**config.mk**
```make
export PLATFORM = sky130hd
export DESIGN_NAME = iso14443a_manchester_rx
export DESIGN_NICKNAME = d
export VERILOG_FILES = /design/src/rtl/iso14443a_rx_pkg.sv /design/src/rtl/iso14443a_half_vote.sv /design/src/rtl/iso14443a_manchester_rx.sv
export SDC_FILE = /design/constraint.sdc
export NUM_CORES = 1
export LEC_CHECK = 0
export CORE_ASPECT_RATIO = 1.2
export CORE_MARGIN = 2
export CORE_UTILIZATION = 30
export CTS_BUF_LIST = sky130_fd_sc_hd__clkbuf_2 sky130_fd_sc_hd__clkbuf_4 sky130_fd_sc_hd__clkbuf_8
export DETAILED_ROUTE_END_ITERATION = 16
export SKIP_CTS_REPAIR_TIMING = 1
export SLEW_MARGIN = 10
export SYNTH_ARGS = -nofsm -noshare
export SYNTH_HDL_FRONTEND = slang
export SYNTH_HIERARCHICAL = 1
export SYNTH_SLANG_ARGS = --single-unit
```
**constraint.sdc**
```tcl
create_clock -name ck_1356meg -period 4.1 [get_ports ck_1356meg]
set_input_delay 0.41 -clock ck_1356meg [delete_from_list [all_inputs] [get_ports ck_1356meg]]
set_output_delay 0.41 -clock ck_1356meg [all_outputs]
set_load 0.05 [all_outputs]
```
**src/rtl/iso14443a_rx_pkg.sv**
```systemverilog
// Shared types and constants for the ISO14443-A reader-side Manchester decoder.
// Symbol codes are chosen to equal the {first half, second half} vote pair.
package iso14443a_rx_pkg;

    typedef enum logic [1:0] {
        IDLE = 2'd0,
        SOF  = 2'd1,
        DATA = 2'd2
    } rx_state_e;

    typedef enum logic [1:0] {
        SYM_NONE = 2'b00,
        SYM_ZERO = 2'b01,
        SYM_ONE  = 2'b10,
        SYM_ERR  = 2'b11
    } sym_e;

    localparam int SAMPLES_PER_BIT  = 8;
    localparam int SAMPLES_PER_HALF = 4;

    // Odd parity holds when the byte plus its parity bit carry an odd number of ones.
    function automatic logic odd_parity_ok(input logic [7:0] data, input logic par);
        return ^{data, par};
    endfunction

endpackage

```
**src/rtl/iso14443a_half_vote.sv**
```systemverilog
// Reduces the four qualified samples of one half-bit to a single value H.
// ISO14443A_RX_MAJORITY_EN selects a 2-of-4 vote; otherwise the sample at half index 1 is used.
module iso14443a_half_vote
    import iso14443a_rx_pkg::*;
(
    input  logic       clk,
    input  logic       rst_n,
    input  logic       srst,
    input  logic       sample_en,
    input  logic       mod_det,
    input  logic [1:0] half_idx,
    output logic       half_done,
    output logic       half_val
);

    // The half completes on the qualified sample carrying its last index.
    always_comb begin
        half_done = sample_en && (half_idx == 2'(SAMPLES_PER_HALF - 1));
    end

`ifdef ISO14443A_RX_MAJORITY_EN
    logic [1:0] ones_r;
    logic [2:0] total_s;

    // Running count of modulated samples, restarting at half index 0.
    always_comb begin
        if (half_idx == 2'd0) begin
            total_s = {2'b00, mod_det};
        end else begin
            total_s = {1'b0, ones_r} + {2'b00, mod_det};
        end
        half_val = (total_s >= 3'd2);
    end

    // Holds the count of the samples already seen in this half.
    always_ff @(posedge clk or negedge rst_n) begin
        if (!rst_n) begin
            ones_r <= 2'd0;
        end else if (srst) begin
            ones_r <= 2'd0;
        end else if (sample_en) begin
            ones_r <= total_s[1:0];
        end
    end
`else
    logic pick_r;

    // Only the sample at half index 1 matters; it is forwarded live or from pick_r.
    always_comb begin
        if (half_idx == 2'd1) begin
            half_val = mod_det;
        end else begin
            half_val = pick_r;
        end
    end

    // Captures the sample at half index 1.
    always_ff @(posedge clk or negedge rst_n) begin
        if (!rst_n) begin
            pick_r <= 1'b0;
        end else if (srst) begin
            pick_r <= 1'b0;
        end else if (sample_en && (half_idx == 2'd1)) begin
            pick_r <= mod_det;
        end
    end
`endif

endmodule

```
**src/rtl/iso14443a_manchester_rx.sv**
```systemverilog
// ISO14443-A reader-side frame decoder: SOF alignment, Manchester symbol decode,
// LSB-first byte assembly with odd parity and end-of-frame detection. Build option: ISO14443A_RX_MAJORITY_EN.
module iso14443a_manchester_rx
    import iso14443a_rx_pkg::*;
#(
    parameter int MAX_BYTES = 64
) (
    input  logic       ck_1356meg,
    input  logic       rst_n,
    input  logic       enable,
    input  logic       sample_stb,
    input  logic       mod_det,
    output logic [7:0] byte_data,
    output logic [3:0] byte_bits,
    output logic       byte_parity_ok,
    output logic       byte_valid,
    output logic       frame_start,
    output logic       frame_end,
    output logic       err_coding,
    output logic       err_overflow
);

    localparam int BCW = $clog2(MAX_BYTES + 1);

    rx_state_e      state_r;
    logic [2:0]     samp_idx_r;
    logic           h1_r;
    logic [7:0]     shift_r;
    logic [3:0]     bit_cnt_r;
    logic [BCW-1:0] byte_cnt_r;

    logic           stb_s;
    logic           vote_en_s;
    logic [1:0]     half_idx_s;
    logic           half_done_s;
    logic           half_val_s;
    logic           sym_done_s;
    sym_e           sym_s;
    logic           data_bit_s;
    logic [7:0]     next_shift_s;

    // In IDLE only a modulated window is accepted, and it becomes sample index 0 of the SOF.
    always_comb begin
        stb_s      = sample_stb & enable;
        vote_en_s  = stb_s & ((state_r != IDLE) | mod_det);
        if (state_r == IDLE) begin
            half_idx_s = 2'd0;
        end else begin
            half_idx_s = samp_idx_r[1:0];
        end
        sym_done_s = half_done_s && (samp_idx_r == 3'(SAMPLES_PER_BIT - 1)) && (state_r != IDLE);
        sym_s      = sym_e'({h1_r, half_val_s});
        data_bit_s = (sym_s == SYM_ONE);
    end

    // Insert the new data bit; the first bit of a byte clears the upper positions.
    always_comb begin
        next_shift_s = shift_r;
        if (bit_cnt_r == 4'd0) begin
            next_shift_s = {7'b0000000, data_bit_s};
        end else begin
            next_shift_s[bit_cnt_r[2:0]] = data_bit_s;
        end
    end

    iso14443a_half_vote u_half_vote (
        .clk       (ck_1356meg),
        .rst_n     (rst_n),
        .srst      (~enable),
        .sample_en (vote_en_s),
        .mod_det   (mod_det),
        .half_idx  (half_idx_s),
        .half_done (half_done_s),
        .half_val  (half_val_s)
    );

    // Frame FSM, bit/byte counters, shift register and registered outputs.
    always_ff @(posedge ck_1356meg or negedge rst_n) begin
        if (!rst_n) begin
            state_r        <= IDLE;
            samp_idx_r     <= 3'd0;
            h1_r           <= 1'b0;
            shift_r        <= 8'h00;
            bit_cnt_r      <= 4'd0;
            byte_cnt_r     <= '0;
            byte_data      <= 8'h00;
            byte_bits      <= 4'd0;
            byte_parity_ok <= 1'b0;
            byte_valid     <= 1'b0;
            frame_start    <= 1'b0;
            frame_end      <= 1'b0;
            err_coding     <= 1'b0;
            err_overflow   <= 1'b0;
        end else begin
            byte_valid  <= 1'b0;
            frame_start <= 1'b0;
            frame_end   <= 1'b0;
            if (!enable) begin
                state_r    <= IDLE;
                samp_idx_r <= 3'd0;
            end else if (vote_en_s) begin
                samp_idx_r <= samp_idx_r + 3'd1;
                if (state_r == IDLE) begin
                    state_r <= SOF;
                end
                if (half_done_s && (samp_idx_r == 3'd3)) begin
                    h1_r <= half_val_s;
                end
                if (sym_done_s) begin
                    case (state_r)
                        SOF: begin
                            if (sym_s == SYM_ONE) begin
                                frame_start  <= 1'b1;
                                err_coding   <= 1'b0;
                                err_overflow <= 1'b0;
                                bit_cnt_r    <= 4'd0;
                                byte_cnt_r   <= '0;
                                state_r      <= DATA;
                            end else begin
                                state_r <= IDLE;
                            end
                        end
                        DATA: begin
                            case (sym_s)
                                SYM_ERR: begin
                                    err_coding <= 1'b1;
                                    frame_end  <= 1'b1;
                                    state_r    <= IDLE;
                                end
                                SYM_NONE: begin
                                    // A trailing partial byte (or an unfinished parity slot) is flushed first.
                                    if (bit_cnt_r != 4'd0) begin
                                        byte_valid     <= 1'b1;
                                        byte_data      <= shift_r;
                                        byte_bits      <= bit_cnt_r;
                                        byte_parity_ok <= 1'b0;
                                    end
                                    frame_end <= 1'b1;
                                    state_r   <= IDLE;
                                end
                                default: begin
                                    if (bit_cnt_r == 4'd8) begin
                                        byte_valid     <= 1'b1;
                                        byte_data      <= shift_r;
                                        byte_bits      <= 4'd8;
                                        byte_parity_ok <= odd_parity_ok(shift_r, data_bit_s);
                                        bit_cnt_r      <= 4'd0;
                                        byte_cnt_r     <= byte_cnt_r + BCW'(1);
                                    end else if ((bit_cnt_r == 4'd0) && (byte_cnt_r == BCW'(MAX_BYTES))) begin
                                        err_overflow <= 1'b1;
                                        frame_end    <= 1'b1;
                                        state_r      <= IDLE;
                                    end else begin
                                        shift_r   <= next_shift_s;
                                        bit_cnt_r <= bit_cnt_r + 4'd1;
                                    end
                                end
                            endcase
                        end
                        default: begin
                            state_r <= IDLE;
                        end
                    endcase
                end
            end
        end
    end

endmodule

```
Yosys cells after proc, flatten, opt, wreduce, memory -nomap -nowiden
Cells that the tools add are included.
Storage, ports and cells
  bits in registers: 44
  input bits: 5
  output and inout bits: 18
Operators by class
  reduce and logical (&&, ||, !) cells: 23
  equality and inequality tests: 20
  magnitude comparators: 2
  muxes and demuxes: 63
  bitwise logic cells: 7
  $add $sub $neg: 3
Operator list (number)
  2-to-1 mux 1 bit: 29
  AND reduction 7 bit: 4
  2-to-1 mux 4 bit: 6
  2-to-1 mux 8 bit: 3
  2-to-1 mux 7 bit: 3
  2-to-1 mux 2 bit: 9
  one-hot mux 4 bit (2 select lines): 2
  one-hot mux 8 bit (2 select lines): 1
  != test 2 bit (second input constant): 7
  one-hot mux 7 bit (2 select lines): 1
  parity 9 bit: 1
  bitwise mux 8 bit: 1
  equality test 2 bit (second input constant): 4
  one-hot mux 1 bit (2 select lines): 4
  AND reduction 8 bit: 1
  adder 7 x 1 -> 7 bit (second input constant): 1
  equality test 7 bit (second input constant): 1
  logical AND 1 bit: 7
  2-to-1 mux 3 bit: 2
  AND reduction 6 bit: 1
  nonzero test 2 bit: 3
  adder 4 x 1 -> 4 bit (second input constant): 1
  equality test 2 x 1 -> 1 bit (second input constant): 2
  equality test 4 bit (second input constant): 1
  17 further kinds: 23

Longest topological paths before layout
Gate-level depths: netlist of run 1.
  depth after elaboration: 11
  mapped depth: 13
  depth with buffers taken out: 12

Hierarchy
The synthesis of run 1 kept the hierarchy.
Modules (own cells, without submodules)
  iso14443a_manchester_rx: cells each 242, area an instance 2316.0 um^2, sequential area each 1076.0 um^2, instances 1
  iso14443a_half_vote: cells each 8, area an instance 91.3 um^2, sequential area each 25.0 um^2, instances 1

Least setup slack after synthesis of run 1
Ideal clock, no wire load.
  path type: register -> register
  start: reg state_r[0]
  end: reg byte_data[4]
  stages on the path, launching flop included: 12
  library setup time: 0.128 ns
  clock period less this slack: 2.876 ns
  setup slack: 1.224 ns
  buffers on the path: 1
  required time: 3.972 ns
  arrival: 2.749 ns
  cell sequence: dfrtp_1 > inv_1 > ha_1 > nor2b_1 > nor2b_4 > mux2_4 > inv_1 > ha_1 > nand2_1 > a211oi_2 > buf_2 > mux2_1
On the way
  word-level cells in the longest chain between the ends: 7
  elaborated cells on any way between the ends: 19
  those cells by class: eq/ne (5); mux (3); bitwise (3); reduce/logical (8)
RTL lines
  from (decl): line iso14443a_manchester_rx.sv:25  | rx_state_e state_r;
  from (signal assigned): line iso14443a_manchester_rx.sv:80  | state_r <= IDLE;
  from (signal assigned): line iso14443a_manchester_rx.sv:99  | state_r <= IDLE;
  from (signal assigned): line iso14443a_manchester_rx.sv:104  | state_r <= SOF;
  logical NOT 2 bit *: line iso14443a_manchester_rx.sv:46  | if (state_r == IDLE) begin
  2-to-1 mux 2 bit *: line iso14443a_manchester_rx.sv:46
  net half_idx_s[0]: line iso14443a_manchester_rx.sv:34  | logic [1:0] half_idx_s;
  equality test 2 x 1 -> 1 bit *: line iso14443a_half_vote.sv:50  | if (half_idx == 2'd1) begin
  2-to-1 mux 1 bit *: line iso14443a_half_vote.sv:50
  net half_val_s: line iso14443a_manchester_rx.sv:36  | logic half_val_s;
  logical NOT 2 bit or equality test 2 bit (tied branches): line iso14443a_manchester_rx.sv:124  | case (sym_s)
  != test 2 bit (no source line) (tied with other cells)
  AND reduction 7 bit (no source line)
  to (signal assigned): line iso14443a_manchester_rx.sv:134  | byte_data <= shift_r;
  to (signal assigned): line iso14443a_manchester_rx.sv:144  | byte_data <= shift_r;
  to (decl): line iso14443a_manchester_rx.sv:13  | output logic [7:0] byte_data,
Mark *: on every way through the listed nets, which the timed path passes. The rest lies on a longest branch.
A chain may end at the register's enable or synchronous reset.

Worst setup path in the final report of run 1
  start: reg state_r[0]
  end: reg byte_cnt_r[5]
On the way
  word-level cells in the longest chain between the ends: 8
  elaborated cells on any way between the ends: 23
  those cells by class: eq/ne (9); mux (3); bitwise (2); reduce/logical (9)
RTL lines
  logical NOT 2 bit *: line iso14443a_manchester_rx.sv:46
  2-to-1 mux 2 bit *: line iso14443a_manchester_rx.sv:46
  net half_idx_s[0]: line iso14443a_manchester_rx.sv:34
  equality test 2 x 1 -> 1 bit *: line iso14443a_half_vote.sv:50
  2-to-1 mux 1 bit *: line iso14443a_half_vote.sv:50
  net half_val_s: line iso14443a_manchester_rx.sv:36
  equality test 2 bit or logical NOT 2 bit (tied branches): line iso14443a_manchester_rx.sv:124
  OR reduction 2 bit (no source line)
  != test 2 bit (no source line)
  AND reduction 7 bit (no source line) *
  to (signal assigned): line iso14443a_manchester_rx.sv:148  | byte_cnt_r <= byte_cnt_r + BCW'(1);
  to (decl): line iso14443a_manchester_rx.sv:30  | logic [BCW-1:0] byte_cnt_r;
Marks and branches as above.

==> impl_metrics.py, run 1 <==
metrics = {
    "critical_path": {
        "worst-r2r-cell-count": 12,
        "critPathLaunchType": "flip-flop",
        "critPathArrivalTime_ns": 3.37,
        "cp.required_ns": 4.33,
        "critPathMaxFanout": 6,
        "critPathKind": "reg -> reg",
        "cp-end-kind": "flip-flop",
    },
    "drt": {
        "wl_mm": 4.98,
        "vias": 1897,
        "drt_iter0_drc": 126,
        "ant_nets": 0,
        "wl_per_cell_um": 13.6,
        "detail_route.vias_per_cell": 5.20,
        "dr.pass1.iters": 6,
        "drc": 0,
    },
    "finish": {
        "utilization": 0.360,
        "area_delta_synth_final_pct": 16.0,
        "nFillCells": 777,
        "drive_gt1_frac": 0.0879,
        "layout.nets": 291,
        "final_cell_area_mm2": 0.00279,
        "antennaDiodeCount": 0,
    },
    "power_and_ir_drop": {
        "switching_power_uw": 170,
        "pwr-share-comb": 0.048,
        "power.density_mw_per_mm2": 263,
        "swShare": 0.231,
        "power.share.sequential": 0.598,
        "intPower_uw": 564,
        "clockPowerShare": 0.354,
        "p_leak_uw": 0.00124,
        "peakVddDrop_uv": 195,
    },
    "synth": {
        "synth_seq_area_share": 0.457,
        "synth-edff-count": 0,
        "ys_ff_latch": 44,
        "syn-cell-area_mm2": 0.00241,
        "syn_inst": 250,
        "ys_types": 47,
        "synth_warnings": 6,
        "syn-num-nets": 268,
        "syn_avg_cell_area_um2": 9.63,
        "ys_async_sr_fraction": 1.00,
        "synth-main-ff-cell": "dfrtp_1",
    },
    "die": {
        "core_mm2": 0.00775,
        "die_y_um": 102,
        "std_cell_rows": 35,
        "die_area_mm2": 0.00876,
        "initial_core_util": 0.311,
        "die_w_um": 85.8,
        "ios": 23,
    },
    "timing": {
        "worstMarginPinSlew_ns": 0.975,
        "setup_tns_ns": 0,
        "fmax_mhz": 318,
        "fin_skew_ns": 0.00946,
        "slew_headroom": 0.350,
        "setup_viol": 0,
        "slew_violations": 0,
        "finalCritPeriodShare": 0.767,
        "rsz0062_at_grt": "false",
        "finalHoldViolCount": 0,
        "period_needed_ns": 3.14,
    },
    "placement": {
        "io_buffers": 22,
        "gp_congestion": 0.855,
        "place_hpwl_mm": 3.59,
        "dpl_cell_area_mm2": 0.00271,
    },
    "clock_network": {
        "numCtsBuffers": 5,
        "htree_levels": 2,
        "clkSinkCount": 44,
        "cts_buffer_depth": 2,
        "clk_pin_slew_worst_paths_ns": 0.08,
        "cts_tree": "done",
        "clk_latency_ns": 0.29,
        "clockRootBuffer": "clkbuf_8",
    },
    "global_route": {
        "grt_pass1_vias": 1915,
        "grt_overflow": 0,
        "grt_max_degree": 45,
        "antenna_found_initial": 0,
        "grt_pass1_wl_mm": 8.92,
        "grtUsageTotal": 0.126,
    },
    "status": {
        "status": "finished clean",
    },
    "flow_run": {
        "maxCapViolCount": 0,
    },
    "min_path": {
        "hold_class": "in -> async",
    },
}
## layout make-up
class / count / area, µm² / share of cell area
Timing Repair Buffer: 23 / 223 / 0.0798
Sequential cell: 44 / 1100 / 0.394
Clock inverter: 2 / 12.5 / 0.00448
Multi-Input combinational cell: 175 / 1180 / 0.423
Clock buffer: 5 / 68.8 / 0.0247
Inverter: 24 / 90.1 / 0.0323
Tap cell: 92 / 115 / 0.0412
## logic make-up after synthesis
group	Yosys count	synth area share
and+or+nand+nor	75	0.172
adders and majority gates	13	0.0676
AOI/OAI and AO/OA	68	0.169
xor gates and xnor gates	8	0.0291
buffers and inverters	31	0.0520
muxes	11	0.0525
DFF	44	0.457
## stage by stage
stage	cells	hold WS (ns)	setup slack, ns	power [µW]
CTS	365	0.307	0.962	747
global placement	358	0.463	0.902	483
detailed placement	358	0.470	0.820	483
finish	365	0.275	0.956	734
global route	365	0.360	0.724	773
floorplan	250	0.114	1.22	465
## cells in the final DEF (no fill, tap or decap), drive strengths merged, types with 3 or more instances in the layout
cell | netlist | layout
a211oi | 3 | 3
a21oi | 14 | 14
a31oi | 3 | 3
and3 | 3 | 3
clkbuf | 5 | 5
clkdlybuf4s50 | 0 | 21
dfrtp | 44 | 44
ha | 13 | 13
inv | 23 | 23
mux2 | 10 | 10
nand2 | 19 | 19
nand2b | 5 | 5
nand3 | 14 | 14
nand3b | 3 | 3
nand4 | 3 | 3
nor2 | 8 | 8
nor2b | 6 | 6
o21ai | 31 | 31
o31ai | 4 | 4
o41ai | 4 | 4
or3 | 3 | 3
or4 | 3 | 3
xnor2 | 6 | 6
## cells in the mapped netlist, drive strengths merged, types with 3 or more instances
| cell type | number | area share |
|---|---|---|
| nor2 | 8 | 0.012 |
| xnor2 | 6 | 0.022 |
| a21oi | 14 | 0.029 |
| nand3b | 3 | 0.0094 |
| a31oi | 3 | 0.0078 |
| nand2b | 5 | 0.013 |
| inv | 23 | 0.036 |
| nand4 | 3 | 0.0078 |
| a211oi | 3 | 0.011 |
| nand2 | 19 | 0.030 |
| clkbuf | 5 | 0.0078 |
| o31ai | 4 | 0.012 |
| ha | 13 | 0.068 |
| dfrtp | 44 | 0.46 |
| o21ai | 31 | 0.064 |
| and3 | 3 | 0.0083 |
| or4 | 3 | 0.011 |
| o41ai | 4 | 0.015 |
| nand3 | 14 | 0.029 |
| mux2 | 10 | 0.048 |
| nor2b | 6 | 0.019 |
| or3 | 3 | 0.0078 |
## state kept, by name, summed over array words and instances, names as in the netlist, 2 cells and up
name,cells
byte_data,8
samp_idx_r,3
shift_r,8
bit_cnt_r,4
byte_cnt_r,7
byte_bits,4
state_r,2
## final timing paths
kind	slack, ns	endpoint	from
setup / recovery	0.96	byte_cnt_r[5]	state_r[0]
hold / removal	0.28	byte_bits[1]	rst_n
setup reg to reg	0.96	byte_cnt_r[5]	state_r[0]
hold reg to reg	0.49	byte_cnt_r[6]	byte_cnt_r[6]
max in group asynchronous	3.22	byte_cnt_r[5]	rst_n
min in group ck_1356meg	0.49	byte_cnt_r[6]	byte_cnt_r[6]
## worst max-delay path, cell delays in order, from the launching register on
cell      delay (ns)
dfrtp_1         0.38
inv_1           0.07
ha_1            0.26
nor2b_1         0.21
nor2b_4         0.18
mux2_4          0.31
inv_1           0.09
ha_1            0.27
nand2b_1        0.16
nand3_1         0.13
or4_4           0.53
or4_1           0.40
nand3_1         0.10
## routing by layer
layer,track usage,routed length [µm],part of all wire,vias up
li1,-,-,-,928
met1,0.164,2340,0.47,931
met2,0.213,2440,0.49,32
met3,0.0242,142,0.029,6
met4,0.0415,55,0.011,0
met5,0,0,0,-
## power groups by stage
stage	Sequential (µW)	Clock, µW	Combinational [µW]
5_1_grt	439	293	40.8
3_5_place_dp	447	0	35.9
2_1_floorplan	447	0	18.1
6_report	439	260	35.1
4_1_cts	439	272	36.0
3_3_place_gp	447	0	35.6
Note: power is estimated with default switching activity, not from simulation.
==> inputs of run 2 (changes only) <==
Clock period 4.1 ns to 2.7 ns, I/O delays scaled along.
==> run 2 against run 1 <==
The flow now finishes with violations (design-rule violations, negative setup slack). First-iteration DRC count up 1.6%. Utilization is 3.9 points higher. Register-to-register slack got worse by 1.0 ns. Worst hold slack got worse by 0.14 ns.
==> impl_metrics.py, run 2 (same netlist as run 1, synthesis figures left out) <==
metrics = {
    "clock_network": {
        "clk_pin_slew_worst_paths_ns": 0.08,
        "clockRootBuffer": "clkbuf_8",
        "cts_tree": "done",
        "clk_latency_ns": 0.30,
        "numCtsBuffers": 5,
        "htree_levels": 2,
        "cts_buffer_depth": 2,
        "clkSinkCount": 44,
    },
    "critical_path": {
        "critPathKind": "reg -> reg",
        "critPathLaunchType": "flip-flop",
        "startpoint": "state_r[0]",
        "crit_buf_inv": 2,
        "slowest_stage": "or4_4",
        "critPathArrivalTime_ns": 2.98,
        "max_stage_delay_ns": 0.56,
        "cp.required_ns": 2.93,
        "critPathMaxFanout": 4,
        "cp-end-kind": "flip-flop",
        "rr_startpoint": "state_r[0]",
        "crit_chain": "inv_2 -> ha_4 -> nor2b_4 -> nor2b_4 -> mux2_4 -> inv_4 -> ha_4 -> nand2b_4 -> nand3_2 -> or4_4 -> or4_1 -> nand3_1",
        "critPathTopFamily": "simple AND/OR/NAND/NOR gates",
    },
    "placement": {
        "place_hpwl_mm": 3.86,
        "gp_congestion": 0.819,
        "io_buffers": 22,
        "dpl_cell_area_mm2": 0.00290,
    },
    "global_route": {
        "grt_pass1_wl_mm": 9.18,
        "grtUsageTotal": 0.128,
        "grt_overflow": 0,
        "grt_max_degree": 45,
        "grt_pass1_vias": 1942,
        "antenna_found_initial": 0,
    },
    "status": {
        "violations": "design-rule violations, negative setup slack",
        "status": "complete, but fails checks",
    },
    "timing": {
        "fin_ws_ns": -0.0505,
        "rsz0062_at_grt": "true",
        "setup_viol": 2,
        "period_needed_ns": 2.75,
        "slew_headroom": 0.344,
        "hold_ws_ns": 0.133,
        "finalHoldViolCount": 0,
        "fmax_mhz": 364,
        "fin_skew_ns": 0.00403,
        "worstMarginPinSlew_ns": 0.984,
        "slew_violations": 0,
        "finalCritPeriodShare": 1.02,
    },
    "power_and_ir_drop": {
        "power.density_mw_per_mm2": 405,
        "p_leak_uw": 0.00140,
        "finalPower_uw": 1250,
        "peakVddDrop_uv": 260,
    },
    "drt": {
        "wl_mm": 5.33,
        "detail_route.vias_per_cell": 4.93,
        "vias": 1939,
        "ant_nets": 0,
        "drc": 3,
        "wl_per_cell_um": 13.6,
        "dr.pass1.iters": 10,
        "drt_iter0_drc": 128,
    },
    "die": {
        "die_y_um": 102,
        "initial_core_util": 0.311,
        "die_w_um": 85.8,
        "std_cell_rows": 35,
        "core_mm2": 0.00775,
        "ios": 23,
        "die_area_mm2": 0.00876,
    },
    "finish": {
        "final_common_cell": "dfrtp_1",
        "layout_common_cells": "dfrtp_1 (44), o21ai_0 (28), buf_4 (28), clkdlybuf4s50_1 (21), inv_1 (20)",
        "area_delta_synth_final_pct": 28.5,
        "layout.nets": 318,
        "drive_gt1_frac": 0.206,
        "final_cell_area_mm2": 0.00309,
        "reg_top3": "byte_data (8), shift_r (8), byte_cnt_r (7)",
        "antennaDiodeCount": 0,
    },
    "min_path": {
        "hold_class": "in -> async",
    },
    "flow_run": {
        "maxCapViolCount": 0,
    },
}
[run 2: layer usage]
layer | wire length (µm) | track usage | part of all wire | vias to the layer above
li1 | - | - | - | 980
met1 | 2460 | 0.168 | 0.46 | 927
met2 | 2680 | 0.218 | 0.50 | 27
met3 | 147 | 0.0242 | 0.028 | 5
met4 | 40 | 0.0354 | 0.0075 | 0
met5 | 0 | 0 | 0 | -
[run 2: cell type report]
| class | instances | area [µm²] |
|---|---|---|
| tap | 92 | 115 |
| inverter | 24 | 92.6 |
| clock inverter | 2 | 35.0 |
| fill | 756 | 4660 |
| sequential | 44 | 1100 |
| timing repair buffer | 50 | 425 |
| clock buffer | 6 | 76.3 |
| multi-input combinational | 175 | 1250 |
[run 2: where the power goes]
group	leakage [µW]	total [µW]	switching [µW]	internal, µW
Combinational	0.000770	78.2	43.3	34.8
Sequential	0.000571	666	3.64	662
Clock	0.0000586	509	224	285
Total	0.00140	1250	271	982
[run 2: path summary, 6_finish.rpt]
check | cells after the start | slack [ns] | to
max in group asynchronous | 1 | 1.97 | h1_r
min in group ck_1356meg | 1 | 0.49 | byte_cnt_r[6]
setup reg to reg | 12 | -0.05 | byte_cnt_r[5]
hold reg to reg | 1 | 0.49 | byte_cnt_r[6]
hold / removal | 1 | 0.13 | byte_bits[0]
setup / recovery | 12 | -0.05 | byte_cnt_r[5]
[run 2: stage by stage]
stage / setup slack (ns) / cells / utilization / TNS, ns
2_1_floorplan: 0.00159 / 250 / - / 0
3_3_place_gp: 0.0178 / 380 / 0.374 / 0
3_5_place_dp: -0.0783 / 380 / 0.374 / -0.120
4_1_cts: -0.0950 / 388 / 0.388 / -0.173
5_1_grt: -0.151 / 393 / 0.399 / -0.458
6_report: -0.0505 / 393 / 0.399 / -0.0868
==> RTL change 1, RTL diff (config.mk and constraints of run 1) <==
Build with the macro `ISO14443A_RX_MAJORITY_EN` defined.
--- a/src/rtl/iso14443a_half_vote.sv
+++ b/src/rtl/iso14443a_half_vote.sv
@@ -1,4 +1,6 @@
 // Reduces the four qualified samples of one half-bit to a single value H.
 // ISO14443A_RX_MAJORITY_EN selects a 2-of-4 vote; otherwise the sample at half index 1 is used.
+`define ISO14443A_RX_MAJORITY_EN
+
 module iso14443a_half_vote
     import iso14443a_rx_pkg::*;
Formal check against the unedited RTL: not equivalent (a bounded check fails within 10 cycles, from zero or initial values and one cycle with rst_n low).
==> RTL change 1 against run 1 <==
- setup slack improved by 0.11 ns
- wire length rose by 0.60%
- maximum frequency grew 3.6%
- synthesized area increased by 1.9%
- design area is 2.0% higher
- sequential cell count up 1
- combinational power down 1%
- hold slack got worse by 0.020 ns
- first-iteration DRC count is 24% lower
- largest cell class unchanged
- count of clock-buffer cells in the layout grew 1
- power up 2.9%
==> RTL change 1: results (changes against run 1) <==
[hold_path]
hold_path_class = input pin to asynchronous set/reset pin  ; unchanged

[grt]
antenna_found_initial = 0  ; unchanged
track_usage = 0.1207  ; was 0.1263
grt_first_pass_wirelength_um = 8583  ; was 8921 µm
grt_pass1_vias = 1832  ; was 1915
grt_max_degree = 46  ; was 45

[cts]
cts_root_buf = clkbuf_8  ; unchanged
path_clk_slew_ns = 0.08  ; about the same
ctsLongestPathBuffers = 2  ; unchanged
htreeDepth = 2  ; unchanged
insertion_delay_ns = 0.30
numCtsBuffers = 5  ; unchanged

[finish]
nFillCells = 825  ; was 777
antennaDiodeCount = 0  ; unchanged
layout.nets = 298  ; was 291
drive_gt1_frac = 0.08602  ; was 0.08791
top_regs = byte_data: 8 flops, shift_r: 8 flops, byte_cnt_r: 7 flops  ; unchanged

[sta]
clock_skew_ns = 0.009308  ; was 0.009463 ns
fin_setup_tns_ns = 0  ; unchanged
relSlewSlack = 0.3364  ; was 0.3498

[place]
place_hpwl_um = 3609  ; was 3586 µm
place_ws_ns = 0.7696  ; was 0.8203 ns
place.gp.congestion = 0.7895  ; was 0.8551
io_buffers = 22  ; unchanged

[yosys]
ys_top_cells_by_count = dfrtp_1, o21ai_0, inv_1  ; unchanged
ys_warn_count = 6  ; unchanged
synthTopCellsByArea = dfrtp_1, ha_1, o21ai_0  ; unchanged
seq_area_frac_synth = 0.4589  ; was 0.4574
synthesis.nets = 275  ; was 268
synthDistinctLibCells = 47  ; unchanged
synthFlopType = dfrtp_1  ; unchanged
ys_async_sr_fraction = 1.000  ; unchanged

[critical_path]
path_max_fanout = 8  ; was 6
rr_startpoint = state_r[0]  ; unchanged
ff2ff_path_depth = 11  ; was 12
reg2reg_setup_slack_ns = 1.20  ; was 0.96 ns
r2r_end = byte_cnt_r[5]  ; unchanged
worst_ep_arrival_time_ns = 3.27  ; was 3.37 ns

[pwr]
power_leakage_nw = 1.265  ; was 1.235 nW
vdd_drop_max_v = 0.0001575  ; was 0.0001948 V

[status]
status = complete, no violations  ; unchanged

[routing]
drt_iter0_markers = 96  ; was 126
drt_pre_antenna_iters = 4  ; was 6
vias_per_cell = 5.166  ; was 5.197
wl_per_cell_um = 13.39  ; was 13.64 µm

==> RTL change 1: report_power, final <==
| part | total, mW | internal, mW | switching, mW |
|---|---|---|---|
| combinational | 0.0347 | 0.0117 | 0.0230 |
| clock | 0.271 | 0.125 | 0.146 |
| sequential | 0.449 | 0.447 | 0.00265 |
| total | 0.755 | 0.583 | 0.171 |
==> RTL change 1: area by class of cell <==
| type | instances | area (µm²) | area share |
|---|---|---|---|
| Timing Repair Buffer | 23 | 222.7 | 0.07824 |
| Clock buffer | 6 | 76.32 | 0.02681 |
| Inverter | 24 | 90.09 | 0.03165 |
| Tap cell | 95 | 118.9 | 0.04176 |
| Sequential cell | 45 | 1126 | 0.3956 |
| Multi-Input combinational cell | 179 | 1202 | 0.4224 |
| Clock inverter | 2 | 10.01 | 0.003516 |
==> RTL change 1: cells by family (layout without fill, tap and decap cells) <==
group	Yosys count	count (layout)	share of synthesized area
simple gates	74	74	0.1627
compound gates	73	73	0.1810
flops	45	45	0.4589
buf+inv	31	55	0.05099
fa+ha+maj	15	15	0.07649
mux	9	9	0.04131
xor+xnor	8	8	0.02856
==> RTL change 1: per-layer routing <==
layer	up-vias	GRT usage	wire (µm)
li1	957	-	-
met2	32	0.1929	2341
met4	0	0.04928	96
met3	8	0.02162	149
met1	935	0.1619	2419
met5	-	0	0
==> RTL change 1: worst max path at each step <==
stage	startpoint	end	slack [ns]
2_1_floorplan	state_r[0]	byte_data[4]	1.34
3_3_place_gp	mod_det	byte_cnt_r[5]	0.84
3_5_place_dp	enable	byte_cnt_r[5]	0.77
4_1_cts	mod_det	byte_cnt_r[5]	1.08
5_1_grt	enable	bit_cnt_r[3]	0.80
6_report	enable	byte_cnt_r[5]	1.06
==> RTL change 1: metrics by stage <==
stage | util | instances | total power [mW] | area [µm²] | hold WS, ns
after floorplan | - | 255 | 0.4751 | 2454 | 0.1144
after global placement | 0.3443 | 366 | 0.4935 | 2760 | 0.4742
after detailed placement | 0.3443 | 366 | 0.4939 | 2760 | 0.4786
after CTS | 0.3550 | 374 | 0.7672 | 2846 | 0.3146
after global routing | 0.3550 | 374 | 0.7936 | 2846 | 0.3537
final | 0.3550 | 374 | 0.7548 | 2846 | 0.2551
==> RTL change 1: critical path, cell delays in order <==
cell	delay, ns
clkdlybuf4s50_1	0.60
and2_1	0.22
o21ai_1	0.20
inv_1	0.21
and3_2	0.22
and3b_1	0.23
nand3_1	0.15
or4_4	0.53
or4_1	0.40
nand3_1	0.09
==> RTL change 2, RTL diff (flow settings as in run 1) <==
Without the edit above. Register the output `frame_start` once more; this adds one clock of latency there. The other outputs are not delayed to match.
--- a/src/rtl/iso14443a_manchester_rx.sv
+++ b/src/rtl/iso14443a_manchester_rx.sv
@@ -22,4 +22,6 @@
 
     localparam int BCW = $clog2(MAX_BYTES + 1);
+
+    logic frame_start_s0;
 
     rx_state_e      state_r;
@@ -88,5 +90,5 @@
             byte_parity_ok <= 1'b0;
             byte_valid     <= 1'b0;
-            frame_start    <= 1'b0;
+            frame_start_s0 <= 1'b0;
             frame_end      <= 1'b0;
             err_coding     <= 1'b0;
@@ -94,5 +96,5 @@
         end else begin
             byte_valid  <= 1'b0;
-            frame_start <= 1'b0;
+            frame_start_s0 <= 1'b0;
             frame_end   <= 1'b0;
             if (!enable) begin
@@ -111,5 +113,5 @@
                         SOF: begin
                             if (sym_s == SYM_ONE) begin
-                                frame_start  <= 1'b1;
+                                frame_start_s0 <= 1'b1;
                                 err_coding   <= 1'b0;
                                 err_overflow <= 1'b0;
@@ -167,4 +169,8 @@
     end
 
+    always_ff @(posedge ck_1356meg) begin
+        frame_start <= frame_start_s0;
+    end
+
 endmodule
 
Function: changed (a bounded check fails within 10 cycles, from zero or initial values and one cycle with rst_n low).
==> RTL change 2 against run 1 <==
- final cell count grew 0.27%
- count of clock-buffer cells in the layout stayed put
- synthesized area up 1.9%
- design area up 1.7%
- power rose by 4.9%
- largest cell class unchanged
- sequential cell count is 1 higher
- setup slack improved by 0.099 ns
- wire length fell by 0.88%
==> RTL change 2: results (changes against run 1) <==
[critical_path]
path_max_fanout = 9  ; was 6
worst_ep_arrival_time_ns = 3.24  ; was 3.37 ns

[cts]
path_clk_slew_ns = 0.10  ; was 0.08 ns
insertion_delay_ns = 0.31  ; was 0.29 ns
ctsLongestPathBuffers = 2  ; unchanged

[finish]
inverters = 16  ; was 24
antennaDiodeCount = 0  ; unchanged
area_growth_pct = 15.76  ; was 15.96%
multi_input_area_share = 0.4322  ; was 0.4231
clockNetworkAreaShare = 0.03172  ; was 0.02913
drive_gt1_frac = 0.09225  ; was 0.08791
layout.nets = 288  ; was 291
seq_area_frac = 0.3947  ; was 0.3944
nonClkBufAreaFrac = 0.07841  ; was 0.07978
design.seq.count = 45  ; was 44
multi_input_cells = 179  ; was 175
finalNonFillerCells = 366  ; was 365
nFillCells = 822  ; was 777

[place]
place_area_mm2 = 0.002750  ; was 0.002710 mm²
place.gp.congestion = 0.8203  ; was 0.8551
place_ws_ns = 0.9444  ; was 0.8203 ns
io_buffers = 22  ; unchanged
place_hpwl_um = 3591  ; was 3586 µm

[yosys]
seq_area_frac_synth = 0.4569  ; was 0.4574
synthDistinctLibCells = 45  ; was 47
synthCells = 248  ; was 250
netlist_area_mm2 = 0.002454  ; was 0.002407 mm²
synthesis.nets = 266  ; was 268
synthTopCellsByArea = dfrtp_1, ha_1, o21ai_0  ; unchanged
ys_top_cells_by_count = dfrtp_1, nand2_1, o21ai_0  ; was dfrtp_1, o21ai_0, inv_1
ys_async_sr_fraction = 0.9778  ; was 1.000
ys_warn_count = 6  ; unchanged

[status]
status = complete, no violations  ; unchanged

[grt]
grt_max_degree = 45  ; unchanged
track_usage = 0.1206  ; was 0.1263
grt_pass1_vias = 1873  ; was 1915
grt_first_pass_wirelength_um = 8645  ; was 8921 µm

[routing]
wl_per_cell_um = 13.48  ; was 13.64 µm
drt_pre_antenna_iters = 4  ; was 6
drt_iter0_markers = 58  ; was 126
vias_per_cell = 5.003  ; was 5.197

[pwr]
netSwitchingFraction = 0.2435  ; was 0.2314
vdd_drop_max_v = 0.0001920  ; was 0.0001948 V
power_leakage_nw = 1.307  ; was 1.235 nW

[sta]
relSlewSlack = 0.3347  ; was 0.3498
clock_skew_ns = 0.01410  ; was 0.009463 ns

==> RTL change 2: cell count changes after synthesis, moves of 5 or more <==
| cell | delta |
|---|---|
| nand3_1 | -7 |
| inv_1 | -7 |
| o21ai_0 | -5 |
| nand2_1 | +7 |
==> RTL change 2: cell families after synthesis <==
family / after synthesis / synth area share
compound gates: 55 / 0.1367
xor+xnor: 13 / 0.04641
fa+ha+maj: 13 / 0.06629
buf+inv: 24 / 0.04283
flops: 45 / 0.4569
mux: 13 / 0.05966
simple gates: 85 / 0.1912
==> RTL change 2: path summary, 6_finish.rpt <==
path                                     start      endpoint  slack [ns]  cells after the start
min in group ck_1356meg         frame_start_s0   frame_start        0.36                      0
worst max register to register      state_r[0]    shift_r[0]        1.05                     12
max in group asynchronous                rst_n    state_r[1]        3.22                      1
worst min-delay path                     rst_n  byte_data[2]        0.27                      1
worst max-delay path                state_r[0]    shift_r[0]        1.05                     12
worst min register to register  frame_start_s0   frame_start        0.36                      0
==> RTL change 2: worst max-delay path, cell delays in order (launching register included) <==
cell and delay, ns:
dfrtp_1 0.35, inv_1 0.07, ha_1 0.27, nor2b_1 0.21, nor2b_4 0.19, mux2_4 0.31
inv_1 0.09, ha_1 0.23, nand2_1 0.08, nor3_1 0.32, o21ai_1 0.30, nor2_1 0.18
mux2_2 0.34
==> RTL change 2: metal layers <==
layer,part of all wire,GRT usage
met5,0,0
met4,0.014,0.03726
met3,0.029,0.02562
met2,0.49,0.2160
met1,0.46,0.1443
==> RTL change 2: power by group through the flow <==
stage               Clock [mW]  Sequential (mW)  Combinational (mW)
global route             0.315            0.449              0.0454
finish                   0.282            0.449              0.0392
global placement             0            0.457              0.0392
CTS                      0.296            0.449              0.0403
detailed placement           0            0.457              0.0402
floorplan                    0            0.457              0.0206
